===== config.mk =====
export PLATFORM = sky130hd
export DESIGN_NAME = datapath_flat
export DESIGN_NICKNAME = d
export VERILOG_FILES = /design/src/rtl/k_and_s_pkg.sv /design/src/rtl/datapath_if.sv /design/src/rtl/ks_alu.sv /design/src/rtl/datapath.sv /design/src/flat_wrapper.sv
export SDC_FILE = /design/constraint.sdc
export NUM_CORES = 1
export LEC_CHECK = 0
export CAP_MARGIN = 20
export CORE_UTILIZATION = 55
export DETAILED_ROUTE_END_ITERATION = 12
export PLACE_DENSITY = 0.79
export SYNTH_ARGS = -nofsm -noshare
export SYNTH_HDL_FRONTEND = slang
export SYNTH_SLANG_ARGS = --single-unit

===== constraint.sdc =====
create_clock -name clk -period 15.45 [get_ports clk]
set_clock_uncertainty 0.2 [all_clocks]
set_input_delay 3.09 -clock clk [delete_from_list [all_inputs] [get_ports clk]]
set_output_delay 3.09 -clock clk [all_outputs]
set_load 0.01 [all_outputs]

===== src/rtl/k_and_s_pkg.sv =====
// K&S processor shared definitions: instruction decode enum, opcodes, IR field
// positions and ALU operation/flag types used by datapath and ks_alu.
package k_and_s_pkg;

  localparam int KS_DATA_W = 16;
  localparam int KS_ADDR_W = 5;
  localparam int NUM_REGS  = 4;
  localparam int REG_IDX_W = 2;

  typedef enum logic [3:0] {
    I_NOP,
    I_LOAD,
    I_STORE,
    I_MOVE,
    I_ADD,
    I_SUB,
    I_AND,
    I_OR,
    I_BRANCH,
    I_BZERO,
    I_BNZERO,
    I_BNEG,
    I_BNNEG,
    I_HALT
  } decoded_instruction_type;

  typedef enum logic [1:0] {
    ALU_OR  = 2'b00,
    ALU_ADD = 2'b01,
    ALU_SUB = 2'b10,
    ALU_AND = 2'b11
  } alu_op_t;

  typedef struct packed {
    logic zero;
    logic neg;
    logic unsigned_ov;
    logic signed_ov;
  } alu_flags_t;

  localparam logic [7:0] OPC_NOP    = 8'h00;
  localparam logic [7:0] OPC_LOAD   = 8'h01;
  localparam logic [7:0] OPC_STORE  = 8'h02;
  localparam logic [7:0] OPC_MOVE   = 8'h03;
  localparam logic [7:0] OPC_ADD    = 8'h04;
  localparam logic [7:0] OPC_SUB    = 8'h05;
  localparam logic [7:0] OPC_AND    = 8'h06;
  localparam logic [7:0] OPC_OR     = 8'h07;
  localparam logic [7:0] OPC_BRANCH = 8'h08;
  localparam logic [7:0] OPC_BZERO  = 8'h09;
  localparam logic [7:0] OPC_BNZERO = 8'h0A;
  localparam logic [7:0] OPC_BNEG   = 8'h0B;
  localparam logic [7:0] OPC_BNNEG  = 8'h0C;
  localparam logic [7:0] OPC_HALT   = 8'hFF;

  // LSB positions of each IR field; widths are 8 (opcode), REG_IDX_W or ADDR_W.
  localparam int IR_OPC_LSB     = 8;
  localparam int IR_LS_REG_LSB  = 5;
  localparam int IR_MV_DST_LSB  = 2;
  localparam int IR_MV_SRC_LSB  = 0;
  localparam int IR_ALU_DST_LSB = 4;
  localparam int IR_ALU_A_LSB   = 2;
  localparam int IR_ALU_B_LSB   = 0;
  localparam int IR_TGT_LSB     = 0;

  function automatic decoded_instruction_type decode_opcode(input logic [7:0] opc);
    decoded_instruction_type dec;
    case (opc)
      OPC_LOAD:   dec = I_LOAD;
      OPC_STORE:  dec = I_STORE;
      OPC_MOVE:   dec = I_MOVE;
      OPC_ADD:    dec = I_ADD;
      OPC_SUB:    dec = I_SUB;
      OPC_AND:    dec = I_AND;
      OPC_OR:     dec = I_OR;
      OPC_BRANCH: dec = I_BRANCH;
      OPC_BZERO:  dec = I_BZERO;
      OPC_BNZERO: dec = I_BNZERO;
      OPC_BNEG:   dec = I_BNEG;
      OPC_BNNEG:  dec = I_BNNEG;
      OPC_HALT:   dec = I_HALT;
      default:    dec = I_NOP;
    endcase
    return dec;
  endfunction

endpackage


===== src/rtl/datapath_if.sv =====
// Control/RAM-side bundle of the K&S datapath: strobes from control_unit,
// decode and flags back to it, and the RAM address/data signals.
interface datapath_if
  import k_and_s_pkg::*;
#(
  parameter int DATA_W = KS_DATA_W,
  parameter int ADDR_W = KS_ADDR_W
) ();

  logic                    branch;
  logic                    pc_enable;
  logic                    ir_enable;
  logic                    write_reg_enable;
  logic                    addr_sel;
  logic                    c_sel;
  alu_op_t                 operation;
  logic                    flags_reg_enable;
  decoded_instruction_type decoded_instruction;
  logic                    zero_op;
  logic                    neg_op;
  logic                    unsigned_overflow;
  logic                    signed_overflow;
  logic [ADDR_W-1:0]       ram_addr;
  logic [DATA_W-1:0]       data_out;
  logic [DATA_W-1:0]       data_in;

  modport master (
    output branch, pc_enable, ir_enable, write_reg_enable, addr_sel, c_sel,
           operation, flags_reg_enable, data_in,
    input  decoded_instruction, zero_op, neg_op, unsigned_overflow,
           signed_overflow, ram_addr, data_out
  );

  modport slave (
    input  branch, pc_enable, ir_enable, write_reg_enable, addr_sel, c_sel,
           operation, flags_reg_enable, data_in,
    output decoded_instruction, zero_op, neg_op, unsigned_overflow,
           signed_overflow, ram_addr, data_out
  );

endinterface


===== src/rtl/ks_alu.sv =====
// Combinational K&S ALU: modular OR/ADD/SUB/AND with zero, negative,
// unsigned-overflow (carry / borrow) and signed-overflow flags.
module ks_alu
  import k_and_s_pkg::*;
#(
  parameter int DATA_W = KS_DATA_W
) (
  input  logic [DATA_W-1:0] a_i,
  input  logic [DATA_W-1:0] b_i,
  input  alu_op_t           op_i,
  output logic [DATA_W-1:0] result_o,
  output alu_flags_t        flags_o
);

  logic [DATA_W:0] sum_ext;
  logic [DATA_W:0] diff_ext;
  logic            sign_a;
  logic            sign_b;

  // The extra MSB is the carry for ADD and the borrow (A<B) for SUB.
  assign sum_ext  = {1'b0, a_i} + {1'b0, b_i};
  assign diff_ext = {1'b0, a_i} - {1'b0, b_i};
  assign sign_a   = a_i[DATA_W-1];
  assign sign_b   = b_i[DATA_W-1];

  always_comb begin
    result_o = '0;
    flags_o  = '0;
    case (op_i)
      ALU_OR: result_o = a_i | b_i;
      ALU_ADD: begin
        result_o            = sum_ext[DATA_W-1:0];
        flags_o.unsigned_ov = sum_ext[DATA_W];
        flags_o.signed_ov   = (sign_a == sign_b) && (result_o[DATA_W-1] != sign_a);
      end
      ALU_SUB: begin
        result_o            = diff_ext[DATA_W-1:0];
        flags_o.unsigned_ov = diff_ext[DATA_W];
        flags_o.signed_ov   = (sign_a != sign_b) && (result_o[DATA_W-1] != sign_a);
      end
      ALU_AND: result_o = a_i & b_i;
      default: result_o = '0;
    endcase
    flags_o.zero = (result_o == '0);
    flags_o.neg  = result_o[DATA_W-1];
  end

endmodule


===== src/rtl/datapath.sv =====
// K&S processor datapath: PC, IR, 4x16 register file, ALU and flags register.
// Define KS_R0_HARDWIRED_ZERO_EN to make R0 read as 0 and ignore writes to it.
module datapath
  import k_and_s_pkg::*;
#(
  parameter int DATA_W = KS_DATA_W,
  parameter int ADDR_W = KS_ADDR_W
) (
  input logic       clk,
  input logic       rst_n,
  datapath_if.slave dp_if
);

`ifdef KS_R0_HARDWIRED_ZERO_EN
  localparam bit R0_ZERO = 1'b1;
`else
  localparam bit R0_ZERO = 1'b0;
`endif

  logic [ADDR_W-1:0]    pc_q, pc_d;
  logic [DATA_W-1:0]    ir_q, ir_d;
  logic [DATA_W-1:0]    regs_q [NUM_REGS];
  logic [DATA_W-1:0]    regs_d [NUM_REGS];
  logic [DATA_W-1:0]    reg_view [NUM_REGS];
  alu_flags_t           flags_q, flags_d;

  logic [7:0]           opcode;
  logic                 is_move;
  logic [REG_IDX_W-1:0] src_a_idx;
  logic [REG_IDX_W-1:0] src_b_idx;
  logic [REG_IDX_W-1:0] dst_idx;
  logic [REG_IDX_W-1:0] store_idx;
  logic [DATA_W-1:0]    alu_a;
  logic [DATA_W-1:0]    alu_b;
  logic [DATA_W-1:0]    alu_res;
  logic [DATA_W-1:0]    wb_data;
  alu_flags_t           alu_flags;
  logic                 unused_ir_bit;

  assign opcode        = ir_q[IR_OPC_LSB +: 8];
  assign is_move       = (opcode == OPC_MOVE);
  assign store_idx     = ir_q[IR_LS_REG_LSB +: REG_IDX_W];
  assign unused_ir_bit = ir_q[7];

  // Read view of the register file; reads are asynchronous so a same-cycle
  // write is only visible after the edge.
  for (genvar gi = 0; gi < NUM_REGS; gi++) begin : g_reg_view
    if (gi == 0 && R0_ZERO) begin : g_zero
      assign reg_view[gi] = '0;
    end else begin : g_reg
      assign reg_view[gi] = regs_q[gi];
    end
  end

  always_comb begin : operand_select
    src_a_idx = is_move ? ir_q[IR_MV_SRC_LSB +: REG_IDX_W]
                        : ir_q[IR_ALU_A_LSB +: REG_IDX_W];
    src_b_idx = ir_q[IR_ALU_B_LSB +: REG_IDX_W];
    case (opcode)
      OPC_LOAD: dst_idx = ir_q[IR_LS_REG_LSB +: REG_IDX_W];
      OPC_MOVE: dst_idx = ir_q[IR_MV_DST_LSB +: REG_IDX_W];
      default:  dst_idx = ir_q[IR_ALU_DST_LSB +: REG_IDX_W];
    endcase
  end

  // MOVE forces B to zero so an OR passes the source register through.
  assign alu_a = reg_view[src_a_idx];
  assign alu_b = is_move ? '0 : reg_view[src_b_idx];

  ks_alu #(
    .DATA_W (DATA_W)
  ) u_alu (
    .a_i      (alu_a),
    .b_i      (alu_b),
    .op_i     (dp_if.operation),
    .result_o (alu_res),
    .flags_o  (alu_flags)
  );

  assign wb_data = dp_if.c_sel ? dp_if.data_in : alu_res;

  always_comb begin : next_state
    pc_d    = pc_q;
    ir_d    = ir_q;
    flags_d = flags_q;
    for (int i = 0; i < NUM_REGS; i++) begin
      regs_d[i] = regs_q[i];
    end
    if (dp_if.pc_enable) begin
      pc_d = dp_if.branch ? ir_q[IR_TGT_LSB +: ADDR_W] : pc_q + ADDR_W'(1);
    end
    if (dp_if.ir_enable) begin
      ir_d = dp_if.data_in;
    end
    if (dp_if.flags_reg_enable) begin
      flags_d = alu_flags;
    end
    if (dp_if.write_reg_enable && !(R0_ZERO && dst_idx == '0)) begin
      regs_d[dst_idx] = wb_data;
    end
  end

  always_ff @(posedge clk) begin : state_regs
    if (!rst_n) begin
      pc_q    <= '0;
      ir_q    <= '0;
      flags_q <= '0;
      for (int i = 0; i < NUM_REGS; i++) begin
        regs_q[i] <= '0;
      end
    end else begin
      pc_q    <= pc_d;
      ir_q    <= ir_d;
      flags_q <= flags_d;
      for (int i = 0; i < NUM_REGS; i++) begin
        regs_q[i] <= regs_d[i];
      end
    end
  end

  assign dp_if.decoded_instruction = decode_opcode(opcode);
  assign dp_if.zero_op             = flags_q.zero;
  assign dp_if.neg_op              = flags_q.neg;
  assign dp_if.unsigned_overflow   = flags_q.unsigned_ov;
  assign dp_if.signed_overflow     = flags_q.signed_ov;
  assign dp_if.ram_addr            = dp_if.addr_sel ? pc_q : ir_q[IR_TGT_LSB +: ADDR_W];
  assign dp_if.data_out            = reg_view[store_idx];

endmodule


===== src/flat_wrapper.sv =====
// flat-port wrapper written by rule: the top's interface ports become plain ports
module datapath_flat import k_and_s_pkg::*;
#(
  parameter int DATA_W = KS_DATA_W,
  parameter int ADDR_W = KS_ADDR_W
)
  (clk, rst_n, dp_if_branch, dp_if_pc_enable, dp_if_ir_enable, dp_if_write_reg_enable, dp_if_addr_sel, dp_if_c_sel, dp_if_operation, dp_if_flags_reg_enable, dp_if_data_in, dp_if_decoded_instruction, dp_if_zero_op, dp_if_neg_op, dp_if_unsigned_overflow, dp_if_signed_overflow, dp_if_ram_addr, dp_if_data_out);
  datapath_if #(.DATA_W(DATA_W), .ADDR_W(ADDR_W)) dp_if_i ();
  input logic clk;
  input logic rst_n;
  input wire logic [$bits(dp_if_i.branch)-1:0] dp_if_branch;
  input wire logic [$bits(dp_if_i.pc_enable)-1:0] dp_if_pc_enable;
  input wire logic [$bits(dp_if_i.ir_enable)-1:0] dp_if_ir_enable;
  input wire logic [$bits(dp_if_i.write_reg_enable)-1:0] dp_if_write_reg_enable;
  input wire logic [$bits(dp_if_i.addr_sel)-1:0] dp_if_addr_sel;
  input wire logic [$bits(dp_if_i.c_sel)-1:0] dp_if_c_sel;
  input wire logic [$bits(dp_if_i.operation)-1:0] dp_if_operation;
  input wire logic [$bits(dp_if_i.flags_reg_enable)-1:0] dp_if_flags_reg_enable;
  input wire logic [$bits(dp_if_i.data_in)-1:0] dp_if_data_in;
  output wire logic [$bits(dp_if_i.decoded_instruction)-1:0] dp_if_decoded_instruction;
  output wire logic [$bits(dp_if_i.zero_op)-1:0] dp_if_zero_op;
  output wire logic [$bits(dp_if_i.neg_op)-1:0] dp_if_neg_op;
  output wire logic [$bits(dp_if_i.unsigned_overflow)-1:0] dp_if_unsigned_overflow;
  output wire logic [$bits(dp_if_i.signed_overflow)-1:0] dp_if_signed_overflow;
  output wire logic [$bits(dp_if_i.ram_addr)-1:0] dp_if_ram_addr;
  output wire logic [$bits(dp_if_i.data_out)-1:0] dp_if_data_out;
  assign dp_if_i.branch = dp_if_branch;
  assign dp_if_i.pc_enable = dp_if_pc_enable;
  assign dp_if_i.ir_enable = dp_if_ir_enable;
  assign dp_if_i.write_reg_enable = dp_if_write_reg_enable;
  assign dp_if_i.addr_sel = dp_if_addr_sel;
  assign dp_if_i.c_sel = dp_if_c_sel;
  assign dp_if_i.operation = dp_if_operation;
  assign dp_if_i.flags_reg_enable = dp_if_flags_reg_enable;
  assign dp_if_i.data_in = dp_if_data_in;
  assign dp_if_decoded_instruction = dp_if_i.decoded_instruction;
  assign dp_if_zero_op = dp_if_i.zero_op;
  assign dp_if_neg_op = dp_if_i.neg_op;
  assign dp_if_unsigned_overflow = dp_if_i.unsigned_overflow;
  assign dp_if_signed_overflow = dp_if_i.signed_overflow;
  assign dp_if_ram_addr = dp_if_i.ram_addr;
  assign dp_if_data_out = dp_if_i.data_out;
  datapath #(.DATA_W(DATA_W), .ADDR_W(ADDR_W)) u_core (.clk(clk), .rst_n(rst_n), .dp_if(dp_if_i));
endmodule

# Word level (Yosys, flattened, before mapping)
# Memory sizes are Yosys's and may differ from the RTL's.
# Index checks and enable logic that the tools add are counted.
dict set report totals {
  reg_bits 25
  in_bits 27
  n_memories 1
  mem_bits_rw 64
}
# memory words width rd rd_clocked_by_memory_dff write_ports line
set mem_list {}
lappend mem_list {u_core.regs_q 4 16 4 0 4 datapath.sv:22} ;# logic [DATA_W-1:0] regs_q [NUM_REGS];
dict set report classes {
  n_lt_le_gt_ge 5
  addsub 3
  mux 28
  bitwise 10
  n_reduce_logical 5
  eq_ne 20
}
# op count
set op_table {}
lappend op_table {{$mux W16} 13}
lappend op_table {{$bmux W16 S2} 3}
lappend op_table {{$bwmux W64} 1}
lappend op_table {{$mux W64} 1}
lappend op_table {{$pmux W16 S4} 1}
lappend op_table {{$pmux W4 S13} 1}
lappend op_table {{$eq A8 B4 Y1 const B} 5}
lappend op_table {{$demux W16 S2} 1}
lappend op_table {{$eq A8 B3 Y1 const B} 4}
lappend op_table {{$add A16 B16 Y17} 1}
lappend op_table {{$sub A16 B16 Y17} 1}
lappend op_table {{$and A16 B16 Y16} 1}
lappend op_table {{$eq A8 B2 Y1 const B} 2}
lappend op_table {{$logic_not A16 Y1} 1}
lappend op_table {{$or A16 B16 Y16} 1}
lappend op_table {{$ge A3 B3 Y1 const B} 4}
lappend op_table {{$not A2 Y3} 4}
lappend op_table {{$mux W5} 2}
lappend op_table {{$eq A8 B1 Y1 const B} 1}
lappend op_table {{$eq A8 B8 Y1 const B} 1}
lappend op_table {{$pmux W2 S2} 2}
lappend op_table {{$add A5 B1 Y5 const B} 1}
lappend op_table {{$eq A2 B2 Y1 const B} 2}
lappend op_table {{$or A1 B1 Y1} 4}
lappend op_table {{other kinds (8)} 13}

# Logic depth before layout (Yosys ltp)
dict set report logic_depth {
  depth_word 12
  depth_mapped 21
  depth_no_buf 18
}

# Modules after synthesis
# From an unflattened synthesis, not the netlist that was laid out.
dict set report unflattened {
  cells_unflattened 1042
  hier_area_um2 8853.5
}
# module n_inst seq_area_each_um2 cells_per_inst area_per_inst_um2
set by_module_without_submodules {}
lappend by_module_without_submodules {datapath 1 1761.7 655 6228.5}
lappend by_module_without_submodules {ks_alu 1 0.0 387 2625.0}

# Least setup slack after synthesis
# OpenSTA, ideal clock, no wires.
dict set report synth_timing {
  path_kind {input -> output}
  startpoint {input port dp_if_addr_sel}
  endpoint {output port dp_if_ram_addr[0]}
  cell_stages 1
  path_slack_ns 8.735
  arrival_time_ns 3.425
  required_time_ns 12.160
  cell_sequence {mux2_2}
}
dict set report synth_via {
  elab_chain_cells 1
}
# element line
set synth_rtl {}
lappend synth_rtl {{start, declared} flat_wrapper.sv:15} ;# input wire logic [$bits(dp_if_i.addr_sel)-1:0] dp_if_addr_sel;
lappend synth_rtl {{$mux W5} datapath.sv:126} ;# assign dp_if.ram_addr = dp_if.addr_sel ? pc_q : ir_q[IR_TGT_LSB +: ADDR_W];
lappend synth_rtl {{end, declared} flat_wrapper.sv:25} ;# output wire logic [$bits(dp_if_i.ram_addr)-1:0] dp_if_ram_addr;
# No other way between the ends.

# Worst setup path after layout
# Ends and elaborated chain as after synthesis.

==> key figures <==
CTS
  – Clock Tree Root: clkbuf_16
  – Clock Pin Slew Worst Setup and Hold Paths: 0.07 ns
  – CTS resizes: 0
  – Hold Buf Count CTS: 0
  – H-tree depth: 3
  – TritonCTS buffer count: 9
  – Clock Tree Buf Depth: 2
  – TritonCTS clock tree: built
  – # clock sinks: 88
  – Clock latency on the worst-skew pair: around 0.34 ns
  – Post CTS Setup Buffer Count: 0

Worst setup path
  – CP max FO: 5
  – Worst Setup Path Type: primary input to output pin
  – Reg-to-reg slack, setup: 9.06 ns
  – Crit-path cells: clkdlybuf4s50_1, mux2_2, clkdlybuf4s50_1
  – Slowest stage delay, CP: 0.58 ns
  – CP max stage cell: clkdlybuf4s50_1
  – CP bufs+invs: 2
  – Worst Setup End Kind: output pin
  – Setup crit start kind: primary input
  – Worst endpoint data arrival time: 4.50 ns
  – CP top delay family: buffers and inverters
  – Worst path most repeated cell: clkdlybuf4s50_1
  – Worst Path Required: 12.16 ns

Power
  – Combinational power share: 0.386
  – Power Internal: between 0.4 and 0.5 mW
  – Clk pwr share: 0.285
  – Power per standard cell area: 91.3 nW/µm²
  – Sequential power share: 0.329
  – IR Drop Worst-Case VDD: 0.0666 mV
  – Switch Pwr: around 0.28 mW
  – Switching part of the total: 0.362
  – Cell leakage power: 3.55 nW

Synthesis
  – Sequential share of the synthesized area: 0.231
  – Post-synth EDFFs: 0
  – Avg Cell Area, Syn: 8.41 µm²
  – Cell taking the most area after synthesis: dfxtp_1
  – Synth Area in Simple Gates: 0.147
  – Most common flop cell mapped by yosys: dfxtp_1
  – Ys Warns: 0
  – Most common cell in the netlist: nor2_1
  – Synth Area in Adders: 0.0921
  – Synth top area cells: dfxtp_1, mux2i_1, ha_1
  – Top cell type's share of synthesized area: 0.231
  – XOR/XNOR Fraction of Synth Area: 0.0161
  – Main combinational cell family by area after synthesis: compound AO/OA/AOI/OAI gates
  – Compound-cell area share of the yosys netlist: 0.231
  – Yosys reg bits: 88
  – Post-synth cell types: 80
  – Multiplexer area fraction after synthesis: 0.220
  – Commonest cells post-synth: nor2_1, dfxtp_1, mux2i_1, ha_1, inv_1
  – Syn nets: 990
  – Mapped Area: around 7600 µm²
  – Synth async-reset ratio: 0
  – Post-Synthesis Cells: 908

Floorplan
  – IO Count: 56
  – Initial Util: 0.570
  – Die ar.: 14400 µm²
  – Chip Height: roughly 120 µm
  – Row count: 42
  – Die W: 120 µm
  – Core Box Area: 13400 µm²

Drt
  – Initial drt markers: about 780
  – DR vias: 7000
  – Post-DR vias/cell: 6.37
  – Drt drc: 0
  – Pre-Repair DR Iteration Count: 5
  – Antenna viol nets, final: 0
  – Drt wl/cell: 19.6 µm
  – Final wirelength: 21500 µm

Global routing
  – Vias in the first global route: 6369
  – Global-route usage over all layers: 0.302
  – Largest net degree at the start of global routing: 70
  – Global-route wire length before repair: 33900 µm
  – Grt ovf: 0
  – Initial antenna violation count: 0

Outcome
  – Status: complete, no violations

Layout
  – Fin area: 8530 µm²
  – ANT cells: 0
  – Layout cells sized above 1: 0.108
  – Layout Nets: 1000
  – Fill count: 1168
  – Area Growth Syn to Fin: 11.8%
  – Non-filler instance count after layout: 1099

Timing
  – Slew @ Worst Pin: a little over 1 ns
  – Final Hold Viols: 0
  – Setup Viol. Count Final: 0
  – Final TNS setup: 0 ns
  – RSZ-0062 raised after global routing: false
  – Final Max Slew Viols: 0
  – Hold_ws: between 0.2 and 0.3 ns
  – Final Cycle Share: 0.505
  – Worst slew margin: 0.319
  – Post-route minimum period: 7.79 ns
  – Fmax achieved: roughly 0.13 GHz

Placement
  – PortBufs: 55
  – DP Cell Count: around 1100
  – Placed wire-length estimate: 15300 µm
  – Placed instance area: approximately 8200 µm²
  – Routability congestion estimate from global placement: 0.934

Hold path
  – Min-Delay Path Class: flip-flop to flip-flop

Flow run
  – Number of max-cap violations: 0
stage by stage:
stage / util / worst slack (ns) / power [mW]
CTS: 0.635 / 7.66 / 0.773
floorplan: - / 8.73 / 0.471
global route: 0.637 / 7.61 / 0.817
finish: 0.637 / 7.66 / 0.779
detailed placement: 0.613 / 7.66 / 0.551
global placement: 0.613 / 7.67 / 0.546
cell families (layout without fill, tap and decap cells):
logic type,count (synthesis),count (layout)
AND/OR/NAND/NOR,239,239
adder cells (fa/ha/maj),55,55
multiplexers,140,140
XOR/XNOR,14,14
AO/OA/AOI/OAI,251,251
buffers and inverters,121,136
flip-flops,88,88
layout make-up:
| cell class | instances | area (µm²) | share of cell area |
|---|---|---|---|
| clock buffers | 10 | 239 | 0.0280 |
| multi-input cells | 699 | 5400 | 0.633 |
| clock inverters | 6 | 65.1 | 0.00762 |
| well taps | 176 | 220 | 0.0258 |
| inverters | 55 | 206 | 0.0242 |
| repair buffers | 65 | 638 | 0.0748 |
| flip-flops and latches | 88 | 1760 | 0.207 |
per-layer routing:
| metal | part of all wire | track usage |
|---|---|---|
| met1 | 0.45 | 0.440 |
| met2 | 0.43 | 0.446 |
| met3 | 0.079 | 0.0418 |
| met4 | 0.034 | 0.120 |
| met5 | 0 | 0 |
cell usage in the layout (no fill, tap or decap), types with 7 or more instances in the layout:
cell type / instances
a211oi_1: 49
a21o_1: 7
a21oi_1: 49
a22oi_1: 7
a31oi_1: 7
buf_4: 9
clkbuf_16: 9
clkdlybuf4s50_1: 55
dfxtp_1: 87
ha_1: 53
inv_1: 53
mux2_2: 34
mux2i_1: 87
mux4_2: 17
nand2_1: 52
nand2b_1: 15
nand3_1: 9
nor2_1: 102
nor2b_1: 8
nor3_1: 10
o211ai_1: 21
o21a_1: 8
o21ai_0: 38
o31a_1: 8
o31ai_1: 7
xnor2_1: 12
final timing paths:
kind | startpoint | to | depth (start not counted)
max reg2reg | u_core.ir_q[9] | u_core.regs_q[0][31] | 15
min | u_core.dp_if.zero_op | u_core.dp_if.zero_op | 2
min reg2reg | u_core.dp_if.zero_op | u_core.dp_if.zero_op | 2
max | dp_if_addr_sel | dp_if_ram_addr[0] | 3
state kept, by name, summed over array words and instances (netlist names):
name,count
u_core.dp_if.zero_op,1
u_core.regs_q,64
u_core.dp_if.unsigned_overflow,1
u_core.pc_q,5
u_core.ir_q,15
u_core.dp_if.signed_overflow,1
u_core.dp_if.neg_op,1
worst min-delay path, stage by stage (launching register included):
cell	delay (ns)
dfxtp_1	0.32
nand2_1	0.07
o31ai_2	0.05
power groups by stage:
stage,Sequential (mW),Clock (mW),Combinational (mW)
after floorplan,0.253,0,0.218
after global placement,0.260,0,0.286
after detailed placement,0.260,0,0.291
after CTS,0.255,0.224,0.293
after global routing,0.258,0.233,0.326
final,0.256,0.222,0.301
Note: power is estimated with default switching activity, not from simulation.
